===== src/rtl/rrf_pkg.sv =====
// Shared types for the retirement flag register write-side control.
package rrf_pkg;

  localparam int DATA_WIDTH = 6;

  typedef logic [DATA_WIDTH-1:0] flag_t;

  typedef struct packed {
    logic  thr;
    flag_t data;
  } flag_wr_t;

  typedef enum logic [1:0] {
    INIT0,
    INIT1,
    RUN
  } flag_ctrl_st_e;

endpackage


===== src/rtl/rrf_flag_wr_ctrl_if.sv =====
// Retire, restore, flag write port and read forwarding signals of rrf_flag_wr_ctrl.
interface rrf_flag_wr_ctrl_if #(
  parameter int SLOTS = 4
);
  import rrf_pkg::*;

  logic                        ret_en;
  logic                        ret_thread;
  logic [SLOTS-1:0]            ret_wen;
  logic [SLOTS*DATA_WIDTH-1:0] ret_data;
  logic                        ret_stall;
  logic                        restore_en;
  logic                        restore_thread;
  flag_t                       restore_data;
  logic                        port_busy;
  flag_t                       wr_data;
  logic                        wr_wen;
  logic                        wr_thread;
  logic                        rd_thread;
  flag_t                       rrf_rd_data;
  flag_t                       rd_data;
  logic                        err_ovf;

  modport master (
    output ret_en, ret_thread, ret_wen, ret_data,
    output restore_en, restore_thread, restore_data,
    output port_busy, rd_thread, rrf_rd_data,
    input  ret_stall, wr_data, wr_wen, wr_thread, rd_data, err_ovf
  );

  modport slave (
    input  ret_en, ret_thread, ret_wen, ret_data,
    input  restore_en, restore_thread, restore_data,
    input  port_busy, rd_thread, rrf_rd_data,
    output ret_stall, wr_data, wr_wen, wr_thread, rd_data, err_ovf
  );

endinterface


===== src/rtl/rrf_flag_wfifo.sv =====
// Pending flag-write FIFO kept compacted oldest-first, with thread purge and
// youngest-match search for read forwarding.
module rrf_flag_wfifo
  import rrf_pkg::*;
#(
  parameter  int DEPTH = 4,
  localparam int CW    = $clog2(DEPTH) + 1
) (
  input  logic          clk,
  input  logic          rst,
  input  logic          push,
  input  flag_wr_t      push_data,
  input  logic          pop,
  input  logic          purge,
  input  logic          purge_thr,
  input  logic          srch_thr,
  output logic          srch_hit,
  output flag_t         srch_data,
  output flag_wr_t      head,
  output logic [CW-1:0] count
);

  flag_wr_t      ent_q [DEPTH];
  flag_wr_t      ent_d [DEPTH];
  logic [CW-1:0] count_q, count_d;
  int            fill;

  // Survivors are repacked from slot 0 so the head is always ent_q[0];
  // a push lands behind the survivors, i.e. after any same-cycle purge.
  always_comb begin
    ent_d = ent_q;
    fill  = 0;
    for (int i = 0; i < DEPTH; i++) begin
      if (i < int'(count_q) && !(pop && i == 0) &&
          !(purge && ent_q[i].thr == purge_thr)) begin
        for (int j = 0; j < DEPTH; j++) begin
          if (j == fill) ent_d[j] = ent_q[i];
        end
        fill++;
      end
    end
    if (push) begin
      for (int j = 0; j < DEPTH; j++) begin
        if (j == fill) ent_d[j] = push_data;
      end
      fill++;
    end
    count_d = CW'(fill);
  end

  always_comb begin
    srch_hit  = 1'b0;
    srch_data = '0;
    for (int i = 0; i < DEPTH; i++) begin
      if (i < int'(count_q) && ent_q[i].thr == srch_thr) begin
        srch_hit  = 1'b1;
        srch_data = ent_q[i].data;
      end
    end
  end

  assign head  = ent_q[0];
  assign count = count_q;

  always_ff @(posedge clk) begin
    if (rst) begin
      count_q <= '0;
      for (int i = 0; i < DEPTH; i++) ent_q[i] <= '0;
    end else begin
      count_q <= count_d;
      ent_q   <= ent_d;
    end
  end

endmodule


===== src/rtl/rrf_flag_wr_ctrl.sv =====
// Retirement flag write sequencer: youngest-slot select, pending-write FIFO,
// checkpoint restore priority and read forwarding of not-yet-written flags.
module rrf_flag_wr_ctrl
  import rrf_pkg::*;
#(
  parameter int    SLOTS      = 4,
  parameter int    DEPTH      = 4,
  parameter flag_t INIT_VALUE = '0
) (
  input logic              clk,
  input logic              rst,
  rrf_flag_wr_ctrl_if.slave bus
);

  // state | meaning
  // INIT0 | write INIT_VALUE to thread 0, hold while port busy
  // INIT1 | write INIT_VALUE to thread 1, hold while port busy
  // RUN   | restore > FIFO head > idle on the write port

  localparam int CW = $clog2(DEPTH) + 1;

  flag_ctrl_st_e state_q, state_d;
  logic          wr_wen_q, wr_wen_d;
  flag_t         wr_data_q, wr_data_d;
  logic          wr_thread_q, wr_thread_d;
  flag_t         rd_data_q, rd_data_d;
  logic          err_ovf_q, err_ovf_d;
  logic          pend_valid_q, pend_valid_d;
  flag_wr_t      pend_q, pend_d;

  logic          push_req, push, pop, full, in_init, ret_stall;
  flag_t         sel_data;
  flag_wr_t      head;
  logic [CW-1:0] count;
  logic          srch_hit;
  flag_t         srch_data;

  always_comb begin
    sel_data = '0;
    for (int i = 0; i < SLOTS; i++) begin
      if (bus.ret_wen[i]) sel_data = bus.ret_data[i*DATA_WIDTH +: DATA_WIDTH];
    end
  end

  // Fullness uses the registered count, so a same-cycle pop never makes room.
  assign in_init   = (state_q != RUN);
  assign full      = (count == CW'(DEPTH));
  assign ret_stall = in_init | full;
  assign push_req  = bus.ret_en & (|bus.ret_wen);
  assign push      = push_req & ~ret_stall;

  rrf_flag_wfifo #(.DEPTH(DEPTH)) u_wfifo (
    .clk       (clk),
    .rst       (rst),
    .push      (push),
    .push_data ({bus.ret_thread, sel_data}),
    .pop       (pop),
    .purge     (bus.restore_en),
    .purge_thr (bus.restore_thread),
    .srch_thr  (bus.rd_thread),
    .srch_hit  (srch_hit),
    .srch_data (srch_data),
    .head      (head),
    .count     (count)
  );

  always_comb begin
    state_d      = state_q;
    wr_wen_d     = 1'b0;
    wr_data_d    = wr_data_q;
    wr_thread_d  = wr_thread_q;
    pop          = 1'b0;
    err_ovf_d    = err_ovf_q | (push_req & ret_stall);
    pend_valid_d = pend_valid_q | bus.restore_en;
    pend_d       = bus.restore_en ? {bus.restore_thread, bus.restore_data} : pend_q;
    if (!bus.port_busy) begin
      case (state_q)
        INIT0: begin
          wr_wen_d    = 1'b1;
          wr_thread_d = 1'b0;
          wr_data_d   = INIT_VALUE;
          state_d     = INIT1;
        end
        INIT1: begin
          wr_wen_d    = 1'b1;
          wr_thread_d = 1'b1;
          wr_data_d   = INIT_VALUE;
          state_d     = RUN;
        end
        RUN: begin
          if (pend_valid_d) begin
            wr_wen_d     = 1'b1;
            wr_thread_d  = pend_d.thr;
            wr_data_d    = pend_d.data;
            pend_valid_d = 1'b0;
          end else if (count != '0) begin
            pop         = 1'b1;
            wr_wen_d    = 1'b1;
            wr_thread_d = head.thr;
            wr_data_d   = head.data;
          end
        end
        default: state_d = INIT0;
      endcase
    end
  end

  // Youngest first: same-cycle push, new restore (its thread's FIFO entries
  // are purged this cycle), FIFO, held restore, write in flight, array read.
  always_comb begin
    rd_data_d = bus.rrf_rd_data;
    if (push && bus.ret_thread == bus.rd_thread)
      rd_data_d = sel_data;
    else if (bus.restore_en && bus.restore_thread == bus.rd_thread)
      rd_data_d = bus.restore_data;
    else if (srch_hit)
      rd_data_d = srch_data;
    else if (pend_valid_q && pend_q.thr == bus.rd_thread)
      rd_data_d = pend_q.data;
    else if (wr_wen_q && wr_thread_q == bus.rd_thread)
      rd_data_d = wr_data_q;
  end

  always_ff @(posedge clk) begin
    if (rst) begin
      state_q      <= INIT0;
      wr_wen_q     <= 1'b0;
      wr_data_q    <= '0;
      wr_thread_q  <= 1'b0;
      rd_data_q    <= '0;
      err_ovf_q    <= 1'b0;
      pend_valid_q <= 1'b0;
      pend_q       <= '0;
    end else begin
      state_q      <= state_d;
      wr_wen_q     <= wr_wen_d;
      wr_data_q    <= wr_data_d;
      wr_thread_q  <= wr_thread_d;
      rd_data_q    <= rd_data_d;
      err_ovf_q    <= err_ovf_d;
      pend_valid_q <= pend_valid_d;
      pend_q       <= pend_d;
    end
  end

  assign bus.ret_stall = ret_stall;
  assign bus.wr_wen    = wr_wen_q;
  assign bus.wr_data   = wr_data_q;
  assign bus.wr_thread = wr_thread_q;
  assign bus.rd_data   = rd_data_q;
  assign bus.err_ovf   = err_ovf_q;

endmodule


===== src/flat_wrapper.sv =====
// flat-port wrapper written by rule: the top's interface ports become plain ports
module rrf_flag_wr_ctrl_flat import rrf_pkg::*;
#(
  parameter int    SLOTS      = 4,
  parameter int    DEPTH      = 4,
  parameter flag_t INIT_VALUE = '0
)
  (clk, rst, bus_ret_en, bus_ret_thread, bus_ret_wen, bus_ret_data, bus_restore_en, bus_restore_thread, bus_restore_data, bus_port_busy, bus_rd_thread, bus_rrf_rd_data, bus_ret_stall, bus_wr_data, bus_wr_wen, bus_wr_thread, bus_rd_data, bus_err_ovf);
  rrf_flag_wr_ctrl_if #(.SLOTS(SLOTS)) bus_i ();
  input logic clk;
  input logic rst;
  input wire logic [$bits(bus_i.ret_en)-1:0] bus_ret_en;
  input wire logic [$bits(bus_i.ret_thread)-1:0] bus_ret_thread;
  input wire logic [$bits(bus_i.ret_wen)-1:0] bus_ret_wen;
  input wire logic [$bits(bus_i.ret_data)-1:0] bus_ret_data;
  input wire logic [$bits(bus_i.restore_en)-1:0] bus_restore_en;
  input wire logic [$bits(bus_i.restore_thread)-1:0] bus_restore_thread;
  input wire logic [$bits(bus_i.restore_data)-1:0] bus_restore_data;
  input wire logic [$bits(bus_i.port_busy)-1:0] bus_port_busy;
  input wire logic [$bits(bus_i.rd_thread)-1:0] bus_rd_thread;
  input wire logic [$bits(bus_i.rrf_rd_data)-1:0] bus_rrf_rd_data;
  output wire logic [$bits(bus_i.ret_stall)-1:0] bus_ret_stall;
  output wire logic [$bits(bus_i.wr_data)-1:0] bus_wr_data;
  output wire logic [$bits(bus_i.wr_wen)-1:0] bus_wr_wen;
  output wire logic [$bits(bus_i.wr_thread)-1:0] bus_wr_thread;
  output wire logic [$bits(bus_i.rd_data)-1:0] bus_rd_data;
  output wire logic [$bits(bus_i.err_ovf)-1:0] bus_err_ovf;
  assign bus_i.ret_en = bus_ret_en;
  assign bus_i.ret_thread = bus_ret_thread;
  assign bus_i.ret_wen = bus_ret_wen;
  assign bus_i.ret_data = bus_ret_data;
  assign bus_i.restore_en = bus_restore_en;
  assign bus_i.restore_thread = bus_restore_thread;
  assign bus_i.restore_data = bus_restore_data;
  assign bus_i.port_busy = bus_port_busy;
  assign bus_i.rd_thread = bus_rd_thread;
  assign bus_i.rrf_rd_data = bus_rrf_rd_data;
  assign bus_ret_stall = bus_i.ret_stall;
  assign bus_wr_data = bus_i.wr_data;
  assign bus_wr_wen = bus_i.wr_wen;
  assign bus_wr_thread = bus_i.wr_thread;
  assign bus_rd_data = bus_i.rd_data;
  assign bus_err_ovf = bus_i.err_ovf;
  rrf_flag_wr_ctrl #(.SLOTS(SLOTS), .DEPTH(DEPTH), .INIT_VALUE(INIT_VALUE)) u_core (.clk(clk), .rst(rst), .bus(bus_i));
endmodule

===== config.mk =====
export PLATFORM = sky130hd
export DESIGN_NAME = rrf_flag_wr_ctrl_flat
export DESIGN_NICKNAME = d
export VERILOG_FILES = /design/src/rtl/rrf_pkg.sv /design/src/rtl/rrf_flag_wr_ctrl_if.sv /design/src/rtl/rrf_flag_wfifo.sv /design/src/rtl/rrf_flag_wr_ctrl.sv /design/src/flat_wrapper.sv
export SDC_FILE = /design/constraint.sdc
export NUM_CORES = 1
export LEC_CHECK = 0
export BUFFER_PORTS_ARGS = -buffer_cell sky130_fd_sc_hd__buf_4
export CORE_MARGIN = 2
export CORE_UTILIZATION = 45
export CTS_BUF_LIST = sky130_fd_sc_hd__clkbuf_8
export CTS_CLUSTER_DIAMETER = 120
export DETAILED_ROUTE_END_ITERATION = 10
export PLACE_DENSITY = 0.66
export SETUP_SLACK_MARGIN = 0.02
export SLEW_MARGIN = 25
export SYNTH_ARGS = -nofsm -noshare
export SYNTH_HDL_FRONTEND = slang
export SYNTH_HIERARCHICAL = 1
export SYNTH_SLANG_ARGS = --single-unit

===== constraint.sdc =====
create_clock -name clk -period 4.2 [get_ports clk]
set_input_delay 0.42 -clock clk [delete_from_list [all_inputs] [get_ports clk]]
set_output_delay 0.42 -clock clk [all_outputs]
set_load 0.005 [all_outputs]

==> impl_summary.md, run 1 <==
Placement
The placer's final routability congestion estimate is roughly 0.86. The number of placed instances, taps included is 636. The total half-perimeter wirelength after legalization and detailed placement is approximately 8700 um. The count of buffers inserted at the top-level ports is 63.

Clock tree
The source-to-sink clock delay at the later pin of the worst-skew pair is 310 ps. The number of clock sinks is 56. The root buffer cell chosen for the clock tree is clkbuf_8. The H-tree generated during clock tree synthesis spans 2 levels. The TritonCTS clock tree is built. The clock passes through at most 2 buffers. Post-CTS timing repair inserted 0 buffers for setup. After clock tree synthesis, the clock-pin slew on the worst setup and hold paths is roughly 100 ps. The total clock buffers created by CTS is 5.

Worst setup path
The category of the worst setup path launch point is a flip-flop. The highest-delay cell along the critical path is dfxtp_1. STA classifies the critical path endpoint as a flip-flop.

The cell repeated most along the worst path is ha_1. The setup check on the worst reg-to-reg path leaves a slack of around 380 ps. The startpoint-to-endpoint class of the critical path is flip-flop to flip-flop. Walking the worst path, the cells encountered are inv_1 -> ha_1 -> inv_2 -> nor4b_2 -> a21oi_2 -> o21ai_0 -> inv_1 -> ha_1 -> xor2_1 -> inv_1 -> ha_1 -> ha_1 -> a211o_1 -> o2111ai_1 -> buf_4 -> nor2_1 -> a311oi_2. The data arrival time of the critical path is 4050 ps. The number of cells traversed by the worst register-to-register path is 17. The required time of the critical path is roughly 4400 ps. The worst register-to-register path begins at u_core/state_q[0]$_SDFFE_PP0P_. The buffering stage count on the worst path with inverters included is 5. The worst register-to-register path ends at u_core/u_wfifo/head[4]$_SDFF_PP0_.

The maximum single-stage delay on the critical path is 380 ps. The largest driver fanout on the critical path is 14. The kind of cell with the highest combined delay along the critical path is compound AO/OA/AOI/OAI gates.

Routing
Dividing the detail-routed wire length by the instance count gives 18.1 um. The post-detailed-route via-to-cell ratio is about 6.1. The sum of routed wire length over all layers is approximately 12,000 um. In this run, the number of DRC markers left after iteration 0 of detailed routing was 256. The detailed-routing iteration count for the pre-antenna-repair pass is 5.

The detail route stage leaves a number of antenna-violating nets equal to 0. The overall via count from detail_route is a little under 4,000. The remaining routing DRC violations is 0.

Global route
The total grt overflow is 0. Entering global routing, the biggest net connects 54 pins. The global-route wire length before repair is 18,600 um. The combined global-route utilization of all metal layers is 0.232. The via count of the first global-routing pass came to 3,704.

The number of antenna violations at the first check in global routing was 0.

Finish
The filler cells instantiated in the layout total 850. In the layout the commonest cells are 71 x buf_4, 61 x nor2_1, 56 x dfxtp_1. The final layout net count is 598. The layout cell share with drive strength beyond 1 is 0.211. The antenna diode instance count is 0. The finished layout holds 644 standard cells, fillers aside. From synthesis to final layout, the design area changed by 13.4%. The leading cell type in the layout, fill and taps excluded is buf_4.

Synth
Synthesis instantiated 65 different standard cells from the library. The mean instance size in the synthesized netlist is 8.32 um2. The post-synthesis cell count is 497.

The number of enable flip-flop cells after synthesis is 0. For this run, the register share of the synthesized area comes to 0.271. The synthesis warning total is 6. The number of flip-flops and latches in the synthesized netlist is between 50 and 60. The number of nets in the synthesized netlist is 560.

The cell area that synthesis handed to floorplanning was 0.00413 mm2. For this run, asynchronously set or reset flops after synthesis account for 0. For this run, the leading register cell type out of synthesis is dfxtp_1.

STA
The setup skew after layout is 8.24 ps. The final number of hold-violating endpoints is 0. The relative slew slack is 0.285. The total count of max-transition violations in the final report is 0. The final count of negative-setup-slack endpoints is 0.

Setup repair after global routing left no endpoint under its margin. The sum of negative setup slack is 0 ps. The slew at the pin with the worst max-slew slack is 1070 ps.

The highest achievable clock rate is 262 MHz. Counting I/O delays and the setup requirement, the final critical path takes 3820 ps. Dividing the final minimum period by the clock period gives 0.910.

Outcome
The flow ran to the end, and the final reports show no timing, DRC or antenna violations.

Pwr
The power density over the cells is 230 mW/mm2. The static leakage is 1.98 nW. IR analysis of the VDD net gives a maximum drop of 0.128 mV.

Hold path
The number of instances on the worst hold path is 2. The worst hold path startpoint is bus_port_busy. The path class of the lowest-slack min-delay path is input pin to flip-flop.

For hold timing, the worst endpoint is u_core/bus.wr_wen$_SDFF_PP0_.

Floorplan
The chip width is 99.8 um. The die outline height is 99.8 um. The area of the die is around 0.01 mm2.

The standard-cell row count is 34. The total core area is slightly below 0.009 mm2. The effective utilization at floorplan is 0.469. The count of pins on the block boundary is 64.

Job
The tool flagged a number of max-cap violations equal to 0.
## metrics by stage
step | hold WS [ps] | instance area [um2] | total power [mW] | util | worst slack, ps
floorplan | 463 | 4130 | 0.691 | - | 508
global placement | 470 | 4580 | 0.774 | 0.520 | 331
detailed placement | 484 | 4580 | 0.777 | 0.520 | 105
CTS | 341 | 4670 | 1.08 | 0.530 | 51.0
global route | 342 | 4680 | 1.12 | 0.532 | 40.6
finish | 348 | 4680 | 1.08 | 0.532 | 378
## synthesized netlist by cell type, types with 2 or more instances
cell,count,share of area
nor2_1,61,0.055
dfxtp_1,56,0.27
nand2_1,45,0.041
mux2i_1,30,0.073
a211oi_1,21,0.038
inv_1,19,0.017
o21ai_0,18,0.022
clkbuf_1,17,0.015
ha_1,15,0.045
a21oi_1,14,0.017
o31ai_1,14,0.025
buf_2,9,0.011
nand2b_1,9,0.014
nand3_1,9,0.011
a31oi_1,8,0.012
buf_4,8,0.015
nor3_1,8,0.0097
a221oi_1,7,0.015
a311o_1,7,0.017
a32o_1,7,0.017
and3_1,7,0.011
o21a_1,7,0.013
a2111oi_2,6,0.022
a21boi_0,6,0.011
a22oi_1,6,0.011
xor2_1,6,0.013
a311oi_1,5,0.011
o211a_1,5,0.012
o22ai_1,5,0.0076
or2_2,5,0.0076
xnor2_1,5,0.011
buf_6,4,0.011
and2_1,3,0.0045
nand3b_1,3,0.0054
o2111ai_1,3,0.0064
or3b_2,3,0.0064
a211o_1,2,0.0042
a21o_1,2,0.0036
a311oi_2,2,0.0073
buf_1,2,0.0018
mux2_2,2,0.0054
o211ai_2,2,0.0061
or2_1,2,0.0030
## state kept, by name, summed over array words and instances, names as in the netlist, 2 cells and up
name,flops
u_core/bus.rd_data,6
u_core/bus.wr_data,6
u_core/pend_q,7
u_core/state_q,2
u_core/u_wfifo/count,3
u_core/u_wfifo/ent_q,21
u_core/u_wfifo/head,7
## cells by family after synthesis
family	after synthesis	share of synthesized area
buf+inv	61	0.0730
mux	32	0.0781
simple gates	163	0.186
compound gates	156	0.306
xor+xnor	14	0.0397
flops	56	0.271
fa+ha+maj	15	0.0454
## layer usage
metal / up-vias / global-route usage / wire, um
met5: - / 0 / 0
met4: 0 / 0.0664 / 216
met3: 18 / 0.0320 / 706
met2: 137 / 0.401 / 5500
met1: 1847 / 0.302 / 5250
li1: 1897 / - / -
## cell type report
type / count / area [um2] / area share
Clock buffer: 6 / 82.6 / 0.0176
Clock inverter: 2 / 7.51 / 0.00160
Inverter: 21 / 80.1 / 0.0171
Multi-Input combinational cell: 380 / 2730 / 0.582
Sequential cell: 56 / 1120 / 0.239
Tap cell: 108 / 135 / 0.0288
Timing Repair Buffer: 71 / 533 / 0.114
## timing repair
action,4_1_cts,5_1_grt
resized for setup,0,3
setup endpoints to repair,0,30
hold buffers,0,0
## how the worst max path moves through the flow
stage                                             from                             endpoint  slack [ps]  depth (start not counted)
floorplan               u_core/state_q[0]$_SDFFE_PP0P_   u_core/u_wfifo/ent_q[4]$_SDFF_PP0_         510                         18
global placement    u_core/u_wfifo/count[2]$_SDFF_PP0_   u_core/u_wfifo/count[1]$_SDFF_PP0_         330                         14
detailed placement  u_core/u_wfifo/count[2]$_SDFF_PP0_   u_core/u_wfifo/count[1]$_SDFF_PP0_         110                         14
CTS                 u_core/u_wfifo/count[2]$_SDFF_PP0_   u_core/u_wfifo/count[1]$_SDFF_PP0_          50                         14
global route            u_core/state_q[0]$_SDFFE_PP0P_  u_core/u_wfifo/ent_q[10]$_SDFF_PP0_          40                         18
finish                  u_core/state_q[0]$_SDFFE_PP0P_    u_core/u_wfifo/head[4]$_SDFF_PP0_         380                         17
## power by group
part / switching [mW] / total, mW / leakage, nW / internal (mW)
combinational: 0.115 / 0.208 / 1.47 / 0.0933
sequential: 0.0117 / 0.559 / 0.455 / 0.547
clock: 0.178 / 0.308 / 0.0538 / 0.131
No activity file was read; power rests on OpenSTA's default activity.
==> run 2: changes to the inputs <==
--- a/config.mk
+++ b/config.mk
@@ -10,8 +10,9 @@
 export CORE_UTILIZATION = 45
 export CTS_BUF_LIST = sky130_fd_sc_hd__clkbuf_8
 export CTS_CLUSTER_DIAMETER = 120
+export CTS_CLUSTER_SIZE = 8
 export DETAILED_ROUTE_END_ITERATION = 10
-export PLACE_DENSITY = 0.66
+export PLACE_DENSITY = 0.68
 export SETUP_SLACK_MARGIN = 0.02
 export SLEW_MARGIN = 25
 export SYNTH_ARGS = -nofsm -noshare
==> constraint.sdc (replaced) <==
create_clock -name clk -period 3.4 [get_ports clk]
set_input_delay 0.34 -clock clk [delete_from_list [all_inputs] [get_ports clk]]
set_output_delay 0.34 -clock clk [all_outputs]
set_load 0.005 [all_outputs]
==> run 2 against run 1 <==
First-iteration DRC count rose by 12%. Maximum frequency rose by 17%. Non-clock buffer count rose by 21. Critical endpoint is now u_core/u_wfifo/head[3]$_SDFF_PP0_. Largest cell class unchanged. Largest power group unchanged.
==> impl_summary.md, run 2 (synthesis gave the netlist of run 1 again) <==
Outcome
The flow ran to the end, and the final reports show no timing, DRC or antenna violations.

Clock tree
The total clock buffers created by CTS is 5 (unchanged). The tree is rooted in a clkbuf_8. The clock transition at the registers of the reported paths was 100 ps (about the same).

The maximum level of the CTS H-tree is 2 (unchanged). The source-to-sink clock delay at the later pin of the worst-skew pair was 310 ps (about the same). The buffer levels on the longest clock path is 2 (unchanged). The number of hold buffers added after cts is 0 (unchanged).

The number of clock sinks came to 56 (unchanged). TritonCTS built the clock tree.

Worst setup path
The number of cells traversed by the worst register-to-register path is 13 (-4). The category of the worst setup path capture point is a flip-flop. The data arrival time of the critical path is 3490 ps (-560 ps). The required time of the critical path came to 3630 ps (-800 ps). The largest driver fanout on the critical path was 8 (-6).

The startpoint of the worst setup timing path is u_core/u_wfifo/count[1]$_SDFF_PP0_. The register-to-register setup slack is 140 ps (-240 ps). The end of the worst register-to-register path is u_core/u_wfifo/head[3]$_SDFF_PP0_. The startpoint-to-endpoint class of the critical path is flip-flop to flip-flop.

The category of the worst setup path launch point is a flip-flop. In this run the critical register-to-register path is launched from u_core/u_wfifo/count[1]$_SDFF_PP0_.

Global route
The combined global-route utilization of all metal layers is 0.237 (+0.00537). The number of antenna violations at the first check in global routing is 0 (unchanged). The via count of the first global-routing pass is 3,875 (+4.6%).

The total grt overflow is 0 (unchanged). The pin count of the biggest net entering global routing was 54 (unchanged). The global-route wire length before repair is 19,000 um (+2.5%).

STA
The final count of negative-setup-slack endpoints is 0 (unchanged). The post-route fraction of the period consumed by the critical path is 0.958 (+0.0484). The post-route minimum period is 3260 ps (-563 ps). The minimum setup slack in the final design came to 142 ps (-237 ps). The total count of max-transition violations in the final report is 0 (unchanged). The setup skew after layout is 7.28 ps (-0.959 ps). The sum of negative setup slack is 0 ps (unchanged). The highest achievable clock rate is 307 MHz (+17%).

The relative slew slack is 0.380 (+0.0945). The final number of hold-violating endpoints was 0 (unchanged). Setup repair after global routing left no endpoint under its margin.

The slew at the pin with the worst max-slew slack is 927 ps (-145 ps).

Finish
u_core/u_wfifo/ent_q holds more flip-flops than any other register. The synthesis-to-layout area growth is 20.7%. The top cell types in the final layout, fill and taps aside, are 89 x buf_4, 61 x nor2_1, 53 x dfxtp_1. The antenna diode instance count was 0 (unchanged). The layout cell share with drive strength beyond 1 is 0.275 (+0.0639). The final core utilization was 0.566 (+0.0345).

The flip-flop count of the largest register, all copies and words added is 21 (unchanged). The final layout net count is 620 (+3.7%). The leading cell type in the layout, fill and taps excluded is buf_4.

Hold path
The worst hold path startpoint is bus_port_busy. The capture endpoint of the worst hold path is u_core/bus.wr_wen$_SDFF_PP0_. The path class of the tightest hold or removal check is input pin to flip-flop. The number of instances on the worst hold path is 2 (unchanged).

Pwr
The static leakage was 2.08 nW (+4.7%). The power density over the cells was 265 mW/mm2 (+15%). The worst IR drop on VDD is 0.153 mV (+20%).

Floorplan
The count of pins on the block boundary was 64 (unchanged). The chip width is 99.8 um (unchanged). The standard-cell row count came to 34 (unchanged). The effective utilization at floorplan was 0.469 (unchanged). The area of the die is 0.00997 mm2 (unchanged). The die outline height is 99.8 um (unchanged). The total core area is 0.00881 mm2 (unchanged).

Routing
The average wire length per cell after detail routing came to 18.4 um (+1.4%). The remaining antenna violation count after routing came to 0 (unchanged). The sum of routed wire length over all layers came to 12,200 um (+4.7%). The post-detailed-route via-to-cell ratio is 6.13 (+1.2%).

The detailed-routing iteration count for the pre-antenna-repair pass is 5 (unchanged). The initial detailed-routing violation count is 286 (+12%). The remaining routing DRC violations is 0 (unchanged).

The overall via count from detail_route was 4,076 (+4.5%).

Placement
The total half-perimeter wirelength after legalization and detailed placement is 8870 um (+1.8%). The placer's final routability congestion estimate is 0.870 (+1.3%). The worst setup slack after placement was 29.8 ps (-75.7 ps). The count of buffers inserted at the top-level ports is 63 (unchanged).

Job
The count of maximum capacitance violations is 0 (unchanged).
## run 2: cell count changes in the layout (fill, tap and decap cells not counted), sizes merged
cell / previous run / this run
o2111ai: 3 / 4
inv: 22 / 20
clkbuf: 6 / 7
clkinvlp: 0 / 1
clkinv: 1 / 2
buf: 71 / 90
## run 2: per-stage QoR
step,instances,hold WS (ps),power [mW],cell area (um2)
2_1_floorplan,497,419,0.857,4200
3_3_place_gp,646,454,0.963,4710
3_5_place_dp,646,474,0.967,4710
4_1_cts,653,287,1.32,4790
5_1_grt,665,300,1.38,4990
6_report,665,290,1.32,4990
## run 2: worst max path at each step
stage,end,cells past startpoint,slack (ps)
global route,u_core/u_wfifo/head[3]$_SDFF_PP0_,13,0.7
CTS,u_core/u_wfifo/ent_q[1]$_SDFF_PP0_,17,0.7
detailed placement,u_core/u_wfifo/ent_q[1]$_SDFF_PP0_,17,30
floorplan,u_core/u_wfifo/head[4]$_SDFF_PP0_,17,50
finish,u_core/u_wfifo/head[3]$_SDFF_PP0_,13,140
global placement,u_core/u_wfifo/head[4]$_SDFF_PP0_,17,140
## run 2: power breakdown
| group | total [mW] | switching (mW) | internal, mW |
|---|---|---|---|
| combinational | 0.269 | 0.147 | 0.122 |
| sequential | 0.691 | 0.0147 | 0.676 |
| clock | 0.360 | 0.220 | 0.140 |
| total | 1.32 | 0.381 | 0.939 |
## run 2: what timing repair did
item,CTS,global route
gates resized for setup,0,20
gates cloned,0,1
endpoints found under the setup margin,1,30
buffers inserted,0,10
pin swaps,0,6
hold endpoints to repair,0,0
## run 2: layout make-up
cell class	instances	area [um2]
repair buffers	92	692
multi-input cells	381	2880
fillers	808	3820
flip-flops and latches	56	1120
well taps	108	135
inverters	21	80.1
clock inverters	2	12.5
clock buffers	5	68.8
## run 2: critical path: stages, from the launching register on
cell and delay, ps:
dfxtp_1 480, or2_2 250, o21a_1 260, clkinv_2 160, ha_1 270, mux2i_2 260
ha_4 250, mux2i_4 190, ha_2 210, o2111ai_2 130, buf_6 220, clkbuf_4 170
buf_4 140, a311oi_2 170
## run 2: per-layer routing
| metal | GRT usage | part of all wire | up-vias |
|---|---|---|---|
| met5 | 0 | 0 | - |
| met4 | 0.0927 | 0.026 | 0 |
| met3 | 0.0348 | 0.054 | 19 |
| met2 | 0.410 | 0.49 | 162 |
| met1 | 0.298 | 0.43 | 1956 |
| li1 | - | - | 1939 |
==> run 3: changes to the inputs <==
--- a/config.mk
+++ b/config.mk
@@ -7,12 +7,12 @@
 export LEC_CHECK = 0
 export BUFFER_PORTS_ARGS = -buffer_cell sky130_fd_sc_hd__buf_4
 export CORE_MARGIN = 2
-export CORE_UTILIZATION = 45
+export CORE_UTILIZATION = 50
 export CTS_BUF_LIST = sky130_fd_sc_hd__clkbuf_8
 export CTS_CLUSTER_DIAMETER = 120
 export CTS_CLUSTER_SIZE = 8
 export DETAILED_ROUTE_END_ITERATION = 10
-export PLACE_DENSITY = 0.68
+export PLACE_DENSITY = 0.74
 export SETUP_SLACK_MARGIN = 0.02
 export SLEW_MARGIN = 25
 export SYNTH_ARGS = -nofsm -noshare
==> run 3 against run 2 <==
Hold slack worse by 10 ps. Combinational power barely moved. Core utilization grew 4.0 points.
==> impl_summary.md, run 3 (synthesis gave the netlist of run 1 again) <==
Worst setup path
The data arrival time of the critical path is 3440 ps (-50 ps). The dominant delay contributor by cell family on the critical path is adder cells. The startpoint of the lowest-slack register-to-register path is u_core/state_q[0]$_SDFFE_PP0P_. The highest-delay cell along the critical path is dfxtp_1. Tracing the worst setup path back leads to its startpoint at u_core/state_q[0]$_SDFFE_PP0P_. The largest driver fanout on the critical path came to 14 (+6).

The register-to-register setup slack is 170 ps (+30 ps). The category of the worst setup path launch point is a flip-flop. Walking the worst path, the cells encountered are inv_2 -> ha_4 -> inv_2 -> nor4b_4 -> a21oi_2 -> o21ai_2 -> inv_1 -> ha_1 -> xor2_2 -> inv_1 -> ha_4 -> ha_1 -> a211o_4 -> o2111ai_2 -> buf_12 -> nor2_1 -> a311oi_1.

The endpoint identified for the worst register-to-register timing path is u_core/u_wfifo/head[2]$_SDFF_PP0_. The total stage count of the critical path is 17 (+4). The worst setup path is of the flip-flop to flip-flop kind. The number of cells traversed by the worst register-to-register path is 17 (+4). The required time of the critical path is 3610 ps (-20 ps). The maximum single-stage delay on the critical path is 340 ps (-140 ps). The buffering stage count on the worst path with inverters included came to 5 (+1). In this run the worst setup path terminates at u_core/u_wfifo/head[2]$_SDFF_PP0_. STA classifies the critical path endpoint as a flip-flop.

Clock tree
The buffer levels on the longest clock path is 2 (unchanged). The total clock buffers created by CTS is 5 (unchanged). The number of clock sinks is 56 (unchanged).

The source-to-sink clock delay at the later pin of the worst-skew pair came to 310 ps (about the same). TritonCTS built the clock tree. The root buffer cell chosen for the clock tree is clkbuf_8. The clock transition at the registers of the reported paths is 100 ps (about the same).

The maximum level of the CTS H-tree is 2 (unchanged).

Job
The count of maximum capacitance violations was 0 (unchanged).

Floorplan
The count of pins on the block boundary is 64 (unchanged). The die outline height is 94.9 um (-4.9%). The area of the die is 0.00901 mm2 (-9.6%). The chip width is 94.9 um (-4.9%). The effective utilization at floorplan was 0.511 (+0.0414). The standard-cell row count is 33 (-2.9%). The total core area is 0.00809 mm2 (-8.1%).

Pwr
The power density over the cells is 266 mW/mm2 (+0.44%). The worst IR drop on VDD was 0.179 mV (+17%). The static leakage came to 2.07 nW (-0.40%).

The total power of the final layout is 1.30 mW (-1.2%).

Routing
The sum of routed wire length over all layers is 11,400 um (-6.8%). The initial detailed-routing violation count is 354 (+24%). The remaining routing DRC violations came to 0 (unchanged). The detailed-routing iteration count for the pre-antenna-repair pass is 9 (+4). The post-detailed-route via-to-cell ratio is 6.15 (+0.33%). The overall via count from detail_route is 4,022 (-1.3%). The remaining antenna violation count after routing came to 0 (unchanged). The average wire length per cell after detail routing is 17.4 um (-5.2%).

Placement
The count of buffers inserted at the top-level ports is 63 (unchanged). The total half-perimeter wirelength after legalization and detailed placement is 8430 um (-5.0%). The placer's final routability congestion estimate is 0.922 (+5.9%). The number of placed instances, taps included is 645 (-0.15%). The post-detailed-placement cell area came to 0.00474 mm2 (+0.50%).

Global route
The combined global-route utilization of all metal layers came to 0.246 (+0.00901). The global-route wire length before repair is 17,600 um (-7.8%). The via count of the first global-routing pass is 3,689 (-4.8%). The number of antenna violations at the first check in global routing was 0 (unchanged). The total grt overflow was 0 (unchanged). The pin count of the biggest net entering global routing was 54 (unchanged).

Finish
The final standard cell area without fillers is 0.00490 mm2 (-1.7%). The top cell types in the final layout, fill and taps aside, are 84 x buf_4, 61 x nor2_1, 55 x dfxtp_1. The antenna diode instance count was 0 (unchanged). The final core utilization is 0.606 (+0.0396). The final instance count without filler cells is 654 (-1.7%). The synthesis-to-layout area growth is 18.7%. The leading cell type in the layout, fill and taps excluded is buf_4. The final layout net count was 612 (-1.3%). The layout cell share with drive strength beyond 1 was 0.253 (-0.0215). u_core/u_wfifo/ent_q holds more flip-flops than any other register. The flip-flop count of the largest register, all copies and words added is 21 (unchanged).

STA
The final number of hold-violating endpoints is 0 (unchanged). The post-route minimum period came to 3230 ps (-26.3 ps). The setup skew after layout is 6.14 ps (-1.14 ps). The final count of negative-setup-slack endpoints is 0 (unchanged). The relative slew slack is 0.399 (+0.0191). The highest achievable clock rate was 309 MHz (+0.81%). The post-route fraction of the period consumed by the critical path came to 0.951 (-0.00773). The slew at the pin with the worst max-slew slack came to 902 ps (-25.3 ps). The total count of max-transition violations in the final report is 0 (unchanged). Setup repair after global routing left no endpoint under its margin.

Hold path
The path class of the lowest-slack min-delay path is input pin to flip-flop. The worst hold path startpoint is bus_port_busy.

Outcome
The run finished with clean final reports.
-- run 3: changes by cell type in the layout (fill, tap and decap cells not counted), sizes merged --
cell      change
inv           +1
clkbuf        -2
clkinvlp      -1
o2111ai       -1
buf           -5
-- run 3: cell type report --
type | count | area, um2
clock inverters | 2 | 8.76
repair buffers | 85 | 651
inverters | 21 | 80.1
multi-input cells | 380 | 2840
fillers | 725 | 3190
flip-flops and latches | 56 | 1120
clock buffers | 5 | 68.8
well taps | 105 | 131
-- run 3: metrics by stage --
| step | setup slack [ps] | hold slack (ps) | setup TNS, ps |
|---|---|---|---|
| floorplan | 50.9 | 419 | 0 |
| global placement | 96.6 | 457 | 0 |
| detailed placement | -36.8 | 461 | -199 |
| CTS | 41.0 | 271 | 0 |
| global route | 9.34 | 289 | 0 |
| finish | 168 | 280 | 0 |
-- run 3: worst reg2reg max path, delay by kind of cell, from the launching register on --
kind                     cells  cell delay, ps
adder cells (fa/ha/maj)      4             900
AO/OA/AOI/OAI                5             880
buffers and inverters        5             460
AND/OR/NAND/NOR              2             360
flip-flops                   1             340
XOR/XNOR                     1             200
-- run 3: routing by layer --
| metal | global-route usage | wire length (um) |
|---|---|---|
| met1 | 0.320 | 4840 |
| met2 | 0.421 | 5590 |
| met3 | 0.0375 | 715 |
| met4 | 0.0713 | 250 |
| met5 | 0 | 0 |
-- run 3: worst min path at each step --
stage                                    endpoint  depth (start not counted)  slack, ps
global route         u_core/bus.wr_wen$_SDFF_PP0_                          2        290
global placement    u_core/bus.err_ovf$_SDFF_PP0_                          2        460
CTS                  u_core/bus.wr_wen$_SDFF_PP0_                          2        270
finish               u_core/bus.wr_wen$_SDFF_PP0_                          2        280
floorplan            u_core/bus.wr_wen$_SDFF_PP0_                          1        420
detailed placement  u_core/bus.err_ovf$_SDFF_PP0_                          2        460
-- run 3: timing repair --
item,4_1_cts,5_1_grt
endpoints found under the setup margin,29,30
hold buffers,0,0
gates resized for setup,3,11
pin swaps,3,1
setup buffers,1,1
-- run 3: power by group --
part / internal, mW / switching [mW]
logic: 0.122 / 0.145
registers: 0.676 / 0.0135
clock network: 0.138 / 0.209
